## config.mk

```make
export PLATFORM = sky130hd
export DESIGN_NAME = accel_host_link_flat
export DESIGN_NICKNAME = d
export VERILOG_FILES = /design/src/rtl/accel_host_link_if.sv /design/src/rtl/accel_host_link.sv /design/src/flat_wrapper.sv
export SDC_FILE = /design/constraint.sdc
export NUM_CORES = 1
export LEC_CHECK = 0
export CORE_ASPECT_RATIO = 1.2
export CORE_UTILIZATION = 35
export DETAILED_ROUTE_END_ITERATION = 6
export GPL_ROUTABILITY_DRIVEN = 0
export PLACE_DENSITY_LB_ADDON = 0.08
export SLEW_MARGIN = 20
export SYNTH_ARGS = -nofsm -noshare
export SYNTH_HDL_FRONTEND = slang
export SYNTH_SLANG_ARGS = --single-unit
```

## constraint.sdc

```tcl
create_clock -name CLK -period 3.7 [get_ports CLK]
set_input_delay 0.555 -clock CLK [delete_from_list [all_inputs] [get_ports CLK]]
set_output_delay 0.555 -clock CLK [all_outputs]
set_load 0.01 [all_outputs]
```

## src/rtl/accel_host_link_if.sv

```systemverilog
// Host-side command/write/read channels and the accelerator-side port bundle
// of accel_host_link. The slave modport is the link itself; the master
// modport is its environment (host plus accelerator).
interface accel_host_link_if #(
    parameter int W  = 16,
    parameter int AL = 11
);
    logic          cmdValid;
    logic          cmdReady;
    logic [1:0]    cmdOp;
    logic [AL-1:0] cmdLen;
    logic [W-1:0]  wrData;
    logic          wrValid;
    logic          wrReady;
    logic [W-1:0]  rdData;
    logic          rdValid;
    logic          rdReady;
    logic          busy;
    logic [W-1:0]  accDataIn;
    logic [1:0]    accInstr;
    logic [W-1:0]  accDataOut;

    modport master (
        output cmdValid, cmdOp, cmdLen, wrData, wrValid, rdReady, accDataOut,
        input  cmdReady, wrReady, rdData, rdValid, busy, accDataIn, accInstr
    );

    modport slave (
        input  cmdValid, cmdOp, cmdLen, wrData, wrValid, rdReady, accDataOut,
        output cmdReady, wrReady, rdData, rdValid, busy, accDataIn, accInstr
    );
endinterface

```

## src/rtl/accel_host_link.sv

```systemverilog
// Host link for a word-serial accelerator: loads words (WRITE), starts a run
// (START) and unloads results (READ) into a 4-entry result FIFO. READs are
// credit-limited so every result always has a FIFO slot reserved.
// Optional build macro ACCEL_HOST_LINK_STATS_EN adds saturating counters of
// issued WRITE and READ instructions.
module accel_host_link #(
    parameter int W      = 16,
    parameter int AL     = 11,
    parameter int RD_LAT = 2     // legal 1..3
) (
    input  logic               CLK,
    input  logic               RSTn,
    accel_host_link_if.slave   bus
`ifdef ACCEL_HOST_LINK_STATS_EN
    ,
    output logic [31:0]        statWordsIn,
    output logic [31:0]        statWordsOut
`endif
);
    typedef enum logic [2:0] {S_IDLE, S_LOAD, S_RUN, S_UNLOAD, S_DRAIN} state_e;

    localparam logic [1:0] OP_LOAD   = 2'b01;
    localparam logic [1:0] OP_RUN    = 2'b10;
    localparam logic [1:0] OP_UNLOAD = 2'b11;

    localparam logic [1:0] I_NOP   = 2'b00;
    localparam logic [1:0] I_WRITE = 2'b01;
    localparam logic [1:0] I_START = 2'b10;
    localparam logic [1:0] I_READ  = 2'b11;

    state_e        state_q;
    logic [AL-1:0] cnt_q;
    logic          cmd_ready_q, wr_ready_q, busy_q;
    logic [1:0]    acc_instr_q;
    logic [W-1:0]  acc_data_in_q;

    // Bit i set: a READ was on accInstr i cycles ago; bit RD_LAT marks capture.
    logic [RD_LAT:0] rd_pipe_q;
    logic [W-1:0]    fifo_q [4];
    logic [W-1:0]    fifo_d [4];
    logic [2:0]      fifo_cnt_q, fifo_cnt_d;
    logic            rd_valid_q;

    logic [2:0] inflight;
    logic [3:0] credits;
    logic       issue_wr, issue_rd, push, pop;

    // Count READs still travelling through the accelerator and derive credits.
    always_comb begin
        inflight = '0;
        for (int i = 0; i <= RD_LAT; i++) begin
            inflight = inflight + 3'(rd_pipe_q[i]);
        end
        credits = 4'd4 - ({1'b0, fifo_cnt_q} + {1'b0, inflight});
    end

    assign issue_wr = (state_q == S_LOAD) && wr_ready_q && bus.wrValid;
    assign issue_rd = (state_q == S_UNLOAD) && (cnt_q != '0) && (credits != 4'd0);
    assign push     = rd_pipe_q[RD_LAT];
    assign pop      = rd_valid_q && bus.rdReady;

    // Command FSM with registered handshake and accelerator outputs.
    // NOTE: state registers use non-blocking assignments so every always_ff
    // samples the pre-edge values of the others.
    always_ff @(posedge CLK or negedge RSTn) begin
        if (!RSTn) begin
            state_q       <= S_IDLE;
            cnt_q         <= '0;
            cmd_ready_q   <= 1'b0;
            wr_ready_q    <= 1'b0;
            busy_q        <= 1'b0;
            acc_instr_q   <= I_NOP;
            acc_data_in_q <= '0;
        end else begin
            acc_instr_q <= I_NOP;
            unique case (state_q)
                S_IDLE: begin
                    cmd_ready_q <= 1'b1;
                    // Zero length and reserved op are accepted but start nothing.
                    if (bus.cmdValid && cmd_ready_q && bus.cmdLen != '0) begin
                        unique case (bus.cmdOp)
                            OP_LOAD: begin
                                state_q     <= S_LOAD;
                                cnt_q       <= bus.cmdLen;
                                cmd_ready_q <= 1'b0;
                                wr_ready_q  <= 1'b1;
                                busy_q      <= 1'b1;
                            end
                            OP_RUN: begin
                                state_q     <= S_RUN;
                                cnt_q       <= bus.cmdLen;
                                cmd_ready_q <= 1'b0;
                                busy_q      <= 1'b1;
                                acc_instr_q <= I_START;
                            end
                            OP_UNLOAD: begin
                                state_q     <= S_UNLOAD;
                                cnt_q       <= bus.cmdLen;
                                cmd_ready_q <= 1'b0;
                                busy_q      <= 1'b1;
                            end
                            default: ;
                        endcase
                    end
                end
                S_LOAD: begin
                    if (issue_wr) begin
                        acc_instr_q   <= I_WRITE;
                        acc_data_in_q <= bus.wrData;
                        if (cnt_q != '0) cnt_q <= cnt_q - AL'(1);
                        if (cnt_q <= AL'(1)) begin
                            state_q     <= S_IDLE;
                            wr_ready_q  <= 1'b0;
                            busy_q      <= 1'b0;
                            cmd_ready_q <= 1'b1;
                        end
                    end
                end
                S_RUN: begin
                    if (cnt_q == '0) begin
                        state_q     <= S_IDLE;
                        busy_q      <= 1'b0;
                        cmd_ready_q <= 1'b1;
                    end else begin
                        cnt_q <= cnt_q - AL'(1);
                    end
                end
                S_UNLOAD: begin
                    if (issue_rd) begin
                        acc_instr_q <= I_READ;
                        cnt_q       <= cnt_q - AL'(1);
                        if (cnt_q == AL'(1)) state_q <= S_DRAIN;
                    end
                end
                S_DRAIN: begin
                    if (inflight == 3'd0) begin
                        state_q     <= S_IDLE;
                        busy_q      <= 1'b0;
                        cmd_ready_q <= 1'b1;
                    end
                end
                default: state_q <= S_IDLE;
            endcase
        end
    end

    // Result FIFO next state: shift-down on pop, then write behind the last entry.
    // NOTE: every variable gets a default at the top so no path infers a latch.
    always_comb begin
        fifo_d     = fifo_q;
        fifo_cnt_d = fifo_cnt_q;
        if (pop) begin
            for (int i = 0; i < 3; i++) fifo_d[i] = fifo_q[i+1];
            fifo_d[3]  = '0;
            fifo_cnt_d = fifo_cnt_q - 3'd1;
        end
        if (push) begin
            fifo_d[fifo_cnt_d[1:0]] = bus.accDataOut;
            fifo_cnt_d              = fifo_cnt_d + 3'd1;
        end
    end

    // READ latency pipeline and result FIFO storage.
    // NOTE: the four FIFO words are reset because entry 0 drives rdData,
    // which must read 0 out of reset.
    always_ff @(posedge CLK or negedge RSTn) begin
        if (!RSTn) begin
            rd_pipe_q  <= '0;
            fifo_q     <= '{default: '0};
            fifo_cnt_q <= '0;
            rd_valid_q <= 1'b0;
        end else begin
            rd_pipe_q  <= {rd_pipe_q[RD_LAT-1:0], issue_rd};
            fifo_q     <= fifo_d;
            fifo_cnt_q <= fifo_cnt_d;
            rd_valid_q <= (fifo_cnt_d != 3'd0);
        end
    end

`ifdef ACCEL_HOST_LINK_STATS_EN
    logic [31:0] stat_in_q, stat_out_q;

    // Saturating counts of WRITE and READ instructions issued.
    always_ff @(posedge CLK or negedge RSTn) begin
        if (!RSTn) begin
            stat_in_q  <= '0;
            stat_out_q <= '0;
        end else begin
            if (issue_wr && stat_in_q != '1)  stat_in_q  <= stat_in_q + 32'd1;
            if (issue_rd && stat_out_q != '1) stat_out_q <= stat_out_q + 32'd1;
        end
    end

    assign statWordsIn  = stat_in_q;
    assign statWordsOut = stat_out_q;
`endif

    assign bus.cmdReady  = cmd_ready_q;
    assign bus.wrReady   = wr_ready_q;
    assign bus.busy      = busy_q;
    assign bus.accInstr  = acc_instr_q;
    assign bus.accDataIn = acc_data_in_q;
    assign bus.rdData    = fifo_q[0];
    assign bus.rdValid   = rd_valid_q;
endmodule

```

## src/flat_wrapper.sv

```systemverilog
// flat-port wrapper written by rule: the top's interface ports become plain ports
module accel_host_link_flat 
#(
    parameter int W      = 16,
    parameter int AL     = 11,
    parameter int RD_LAT = 2                  
)
  (CLK, RSTn, bus_cmdValid, bus_cmdOp, bus_cmdLen, bus_wrData, bus_wrValid, bus_rdReady, bus_accDataOut, bus_cmdReady, bus_wrReady, bus_rdData, bus_rdValid, bus_busy, bus_accDataIn, bus_accInstr);
  accel_host_link_if #(.W(W), .AL(AL)) bus_i ();
  input  logic CLK;
  input  logic RSTn;
  input wire logic [$bits(bus_i.cmdValid)-1:0] bus_cmdValid;
  input wire logic [$bits(bus_i.cmdOp)-1:0] bus_cmdOp;
  input wire logic [$bits(bus_i.cmdLen)-1:0] bus_cmdLen;
  input wire logic [$bits(bus_i.wrData)-1:0] bus_wrData;
  input wire logic [$bits(bus_i.wrValid)-1:0] bus_wrValid;
  input wire logic [$bits(bus_i.rdReady)-1:0] bus_rdReady;
  input wire logic [$bits(bus_i.accDataOut)-1:0] bus_accDataOut;
  output wire logic [$bits(bus_i.cmdReady)-1:0] bus_cmdReady;
  output wire logic [$bits(bus_i.wrReady)-1:0] bus_wrReady;
  output wire logic [$bits(bus_i.rdData)-1:0] bus_rdData;
  output wire logic [$bits(bus_i.rdValid)-1:0] bus_rdValid;
  output wire logic [$bits(bus_i.busy)-1:0] bus_busy;
  output wire logic [$bits(bus_i.accDataIn)-1:0] bus_accDataIn;
  output wire logic [$bits(bus_i.accInstr)-1:0] bus_accInstr;
  assign bus_i.cmdValid = bus_cmdValid;
  assign bus_i.cmdOp = bus_cmdOp;
  assign bus_i.cmdLen = bus_cmdLen;
  assign bus_i.wrData = bus_wrData;
  assign bus_i.wrValid = bus_wrValid;
  assign bus_i.rdReady = bus_rdReady;
  assign bus_i.accDataOut = bus_accDataOut;
  assign bus_cmdReady = bus_i.cmdReady;
  assign bus_wrReady = bus_i.wrReady;
  assign bus_rdData = bus_i.rdData;
  assign bus_rdValid = bus_i.rdValid;
  assign bus_busy = bus_i.busy;
  assign bus_accDataIn = bus_i.accDataIn;
  assign bus_accInstr = bus_i.accInstr;
  accel_host_link #(.W(W), .AL(AL), .RD_LAT(RD_LAT)) u_core (.CLK(CLK), .RSTn(RSTn), .bus(bus_i));
endmodule
```

-- After elaboration in Yosys (flattened, before gate mapping)
Cells that the tools add are included.
- register bits after elaboration: 106
- output and inout bits: 38
- input port bits: 50
- word-level logic and storage cells: 115
- $lt $le $gt $ge: 3
- bitwise operators: 1
- equal/unequal tests: 20
- reduce and logical (&&, ||, !) cells: 25
- add/sub/neg operators: 7
- multiplexer cells: 45
- operators with widths (operator ; number):
    $mux 64 ; 2
    $mux 11 ; 6
    $bwmux 64 ; 1
    $pmux 11 s4 ; 1
    $demux 16 s2 ; 1
    $mux 3 ; 9
    $reduce_bool 11->1 ; 2
    $mux 16 ; 1
    $mux 1 ; 15
    $pmux 3 s5 ; 1
    $reduce_and 7->1 ; 2
    $ne 2x2->1 const B ; 6
    $reduce_bool 4->1 ; 3
    $eq 11x1->1 const B ; 1
    $le 11x1->1 const B ; 1
    $logic_not 11->1 ; 1
    $sub 11x1->11 const B ; 1
    $ne 2x1->1 const B ; 5
    $reduce_and 5->1 ; 2
    $pmux 3 s3 ; 1
    $logic_and 1x1->1 ; 8
    $pmux 1 s4 ; 2
    $reduce_and 8->1 ; 1
    $eq 3x2->1 const B ; 2
    22 further kinds ; 26

-- Logic depth before layout (Yosys ltp)
- depth after elaboration: 9
- depth in mapped cells: 12
- depth with buffers taken out: 11

-- Least setup slack after synthesis
No wires, ideal clock.
- kind: register to register
- from: register u_core.rd_pipe_q[0]
- to: register u_core.state_q[0]
- path slack: 0.661 ns
- buffers on the path: 0
- library setup time: 0.125 ns
- stages on the path, launching flop included: 12
- data required time: 3.575 ns
- arrival time: 2.914 ns
- clock period less this slack: 3.039 ns
- cells stage by stage: dfrtp_1 -> ha_1 -> ha_1 -> ha_1 -> ha_1 -> inv_1 -> fa_1 -> xnor2_1 -> nand3b_1 -> o21ai_0 -> a2111o_1 -> mux2_4
- longest elaborated chain between the ends: 8
- elaborated cells between the ends (all ways): 10
- classes of those cells: 4 x add/sub; 2 x eq/ne; 4 x reduce/logical
- RTL lines (what ; line ; RTL):
    start: declaration ; accel_host_link.sv:38 ; logic [RD_LAT:0] rd_pipe_q;
    start signal: assignment ; accel_host_link.sv:173 ; rd_pipe_q <= {rd_pipe_q[RD_LAT-1:0], issue_rd};
    $add 1x1->2 * ; accel_host_link.sv:52 ; inflight = inflight + 3'(rd_pipe_q[i]);
    $add 3x1->3 * ; accel_host_link.sv:52 ;
    $add 3x3->4 ; accel_host_link.sv:54 ; credits = 4'd4 - ({1'b0, fifo_cnt_q} + {1'b0, inflight});
    $sub 3x4->4 ; accel_host_link.sv:54 ;
    $reduce_bool 4->1 ; accel_host_link.sv:58 ; assign issue_rd = (state_q == S_UNLOAD) && (cnt_q != '0) && (credits != 4'd0);
    $logic_and 1x1->1 ; accel_host_link.sv:58 ;
    $ne 2x1->1 (no line) ; -- ;
    $reduce_and 8->1 (no line) * ; -- ;
    end signal: assignment ; accel_host_link.sv:67 ; state_q <= S_IDLE;
    end signal: assignment ; accel_host_link.sv:83 ; state_q <= S_LOAD;
    end signal: assignment ; accel_host_link.sv:90 ; state_q <= S_RUN;
    end: declaration ; accel_host_link.sv:31 ; state_e state_q;
Every way passes the cells marked *; elsewhere a longest branch is shown, timed or not.
A chain may end at the register's enable or synchronous reset.

-- Final worst setup path
Ends and elaborated chain as after synthesis.

==> metrics.md <==
| Metric | Value |
|---|---|
| FF-to-FF Start | u_core.rd_pipe_q[0]$_DFF_PN0_ |
| Pre-Repair DR Iteration Count | 4 |
| Post-synthesis sequential area ratio | 0.501 |
| Die width | 114 µm |
| Row Count | 48 |
| Combinational share of power | 0.409 |
| Int Pwr | 3.20 mW |
| Drt wl/cell | 15.0 µm |
| Placed Area | 0.00624 mm² |
| Psw | 1.75 mW |
| Critical Path AT | 3440 ps |
| Die H | 137 µm |
| Clk sinks | 106 |
| I/O pins | 88 |
| Antenna violations before repair | 0 |
| Critical Path Sink Type | flop |
| Vias in the first global route | 3833 |
| CTS tree | done |
| Cell repeated most along the worst path | ha_1 |
| CP max stage delay | 460 ps |
| Initial DRC Count | 170 |
| Syn_nets | 568 |
| Reg-to-reg endpoint | u_core.state_q[0]$_DFFE_PN0P_ |
| CP startpoint kind | flop |
| Tot GR Track Use | 0.158 |
| Via/cell ratio | 5.02 |
| Clock group share of total power | 0.206 |
| Nets@finish | 628 |
| Final worst path period share | 0.867 |
| # DRC | 0 |
| Min Tclk post-route | 3210 ps |
| Total of max-cap violations | 0 |
| Pwr per Cell Area | 753 mW/mm² |
| Cell variety after synth | 50 |
| R2R setup slack | 490 ps |
| Total grt overflow | 0 |
| Initial core utilization | 0.363 |
| Syn_area_per_cell | 10.5 µm² |
| Post-synth EDFFs | 0 |
| Cells along the critical path | ha_1 -> ha_1 -> ha_1 -> ha_1 -> inv_1 -> fa_1 -> xnor2_1 -> nand3b_1 -> o21ai_0 -> a2111o_1 -> mux2_4 |
| Post_cts resized | 0 |
| Status | complete, no violations |
| CP Data Required Time | 3930 ps |
| Clock root buffer | clkbuf_16 |
| Post-CTS Hold Buffers | 0 |
| CP max-delay cell | a2111o_1 |
| Via count | 3848 |
| Final clock skew | 5.59 ps |
| Maximum VDD drop | 0.000330 V |
| Top cells by count, synth | 106 x dfrtp_1, 64 x o21ai_0, 57 x nand2_1 |
| Post-route ant nets | 0 |
| Final instance area | 0.00657 mm² |
| Detailed Route WL | 11500 µm |
| Area fraction of the dominant cell type after synthesis | 0.501 |
| # diodes | 0 |
| Slew @ Worst Pin | 894 ps |
| Setup TNS | 0 ps |
| Largest net degree at the start of global routing | 68 |
| Die ar. | 0.0156 mm² |
| Slew Viols, Final | 0 |
| Reg2reg path depth | 11 |
| Synth warnings | 0 |
| Largest area contributor in the netlist | dfrtp_1 |
| Number of setup violations in the final report | 0 |
| Area of the core | 0.0146 mm² |
| Clk Latency, worst-skew pair | 350 ps |
| Htree depth | 3 |
| Max Buffers Root-to-Sink | 2 |
| Number of setup buffers added after CTS | 0 |
| Ys async rst share | 1.00 |
| RSZ-0062 raised after global routing | false |
| Count of input and output buffers | 87 |
| Fill cells | 1407 |
| Clock transition at the registers of the reported paths | 70 ps |
| Top FF cell, synth | dfrtp_1 |
| Sw Share | 0.353 |
| Sequential share of power | 0.384 |
| Crit Path Category | flop to flop |
| Layout cell share with drive strength beyond 1 | 0.101 |
| Final Hold Viols | 0 |
| CTS Buf Count | 9 |
| Yosys reg bits | 106 |
| P&R area growth vs syn | 24.2% |
| Count leader, synth | dfrtp_1 |
| Hpwl dp | 7750 µm |
| Dominant cells by area after synthesis | dfrtp_1 50%, mux2i_1 9.5%, o21ai_0 6.1% |
| Leakage | 2.97 nW |
| Global-route wire length before repair | 19100 µm |
| Worst hold path class | input pin to asynchronous set/reset pin |
| Critical path fanouts, max | 3 |
| Syn Inst Count | 502 |
| Synthesized area | 0.00529 mm² |
| Power Total | 4.95 mW |
| Fmax | 312 MHz |
| Slew Limit Headroom | 0.402 |
==> per-stage QoR <==
| stage | setup WS [ps] | hold slack, ps | std cells | utilization |
|---|---|---|---|---|
| floorplan | 661 | 259 | 502 | - |
| global placement | 566 | 415 | 751 | 0.428 |
| detailed placement | 509 | 427 | 751 | 0.428 |
| CTS | 484 | 359 | 767 | 0.450 |
| global route | 288 | 401 | 767 | 0.450 |
| finish | 493 | 315 | 767 | 0.450 |
==> critical path, delay by kind of cell, from the launching register on <==
kind / cells / cell delay (ps)
multiplexers: 1 / 310
buffers and inverters: 1 / 50
adder cells (fa/ha/maj): 5 / 1390
AND/OR/NAND/NOR: 1 / 160
flip-flops: 1 / 420
AO/OA/AOI/OAI: 2 / 560
XOR/XNOR: 1 / 200
==> power by group through the flow <==
stage | sequential, mW | clock, mW | combinational (mW)
4_1_cts | 1.90 | 1.06 | 2.05
5_1_grt | 1.96 | 1.11 | 2.27
6_report | 1.90 | 1.02 | 2.03
3_5_place_dp | 1.92 | 0 | 2.04
2_1_floorplan | 1.88 | 0 | 1.37
3_3_place_gp | 1.91 | 0 | 2.01
==> layout by cell type (no fill, tap or decap), types with 2 or more instances in the layout <==
cell type,instances
xor2_1,2
a22o_1,16
nand3_1,3
o22ai_1,3
inv_1,17
nor4_1,6
fa_1,2
a31oi_1,2
xnor2_1,4
clkdlybuf4s50_1,86
and2_2,2
a21oi_1,11
or3_1,4
buf_4,7
mux2i_1,50
clkbuf_8,4
nor3_1,8
clkbuf_16,9
o31ai_1,11
nand2_1,56
ha_1,14
o21a_1,2
nor2_1,20
and2_1,3
or2_2,2
o21ai_0,63
mux2_2,18
o2111ai_1,3
and3_1,3
or3_2,3
a22oi_1,2
dfrtp_1,106
==> worst max path at each step <==
stage                                              from                            end  slack, ps  cells past startpoint
final                     u_core.rd_pipe_q[0]$_DFF_PN0_  u_core.state_q[0]$_DFFE_PN0P_        490                     11
after global routing      u_core.rd_pipe_q[0]$_DFF_PN0_  u_core.state_q[0]$_DFFE_PN0P_        290                     11
after CTS                 u_core.rd_pipe_q[0]$_DFF_PN0_  u_core.state_q[0]$_DFFE_PN0P_        480                     11
after detailed placement  u_core.rd_pipe_q[0]$_DFF_PN0_  u_core.state_q[0]$_DFFE_PN0P_        510                     11
after global placement    u_core.rd_pipe_q[0]$_DFF_PN0_  u_core.state_q[0]$_DFFE_PN0P_        570                     11
after floorplan           u_core.rd_pipe_q[0]$_DFF_PN0_  u_core.state_q[0]$_DFFE_PN0P_        660                     11
==> flip-flops by register name, indices dropped and copies added (netlist names) <==
register              count
u_core.fifo_q            48
u_core.bus.wrReady        1
u_core.bus.rdValid        1
u_core.bus.accInstr       2
u_core.cnt_q             11
u_core.state_q            3
u_core.bus.accDataIn     16
u_core.bus.rdData        16
u_core.bus.busy           1
u_core.rd_pipe_q          3
u_core.fifo_cnt_q         3
u_core.bus.cmdReady       1
==> cell type report <==
cell class	count	area, µm²	share of cell area
inverter	17	63.8	0.00971
multi-input combinational	334	2350	0.357
tap	200	250	0.0381
clock inverter	3	43.8	0.00667
sequential	106	2650	0.404
timing repair buffer	94	933	0.142
clock buffer	13	280	0.0427
==> cell families (layout without fill, tap and decap cells) <==
| logic type | after synthesis | count (layout) | share of synthesized area |
|---|---|---|---|
| AO/OA/AOI/OAI | 124 | 124 | 0.148 |
| AND/OR/NAND/NOR | 119 | 119 | 0.107 |
| flip-flops | 106 | 106 | 0.501 |
| multiplexers | 69 | 69 | 0.136 |
| buffers and inverters | 62 | 127 | 0.0570 |
| adder cells (fa/ha/maj) | 16 | 16 | 0.0407 |
| XOR/XNOR | 6 | 6 | 0.00993 |
==> layer usage <==
metal | up-vias | share of wire | global-route usage | wire (µm)
met3 | 16 | 0.038 | 0.0354 | 432
met5 | - | 0 | 0 | 0
met1 | 1862 | 0.47 | 0.201 | 5410
li1 | 1886 | - | - | -
met4 | 0 | 0.016 | 0.0620 | 188
met2 | 84 | 0.48 | 0.261 | 5490
Power figures use the tool's default switching activity.
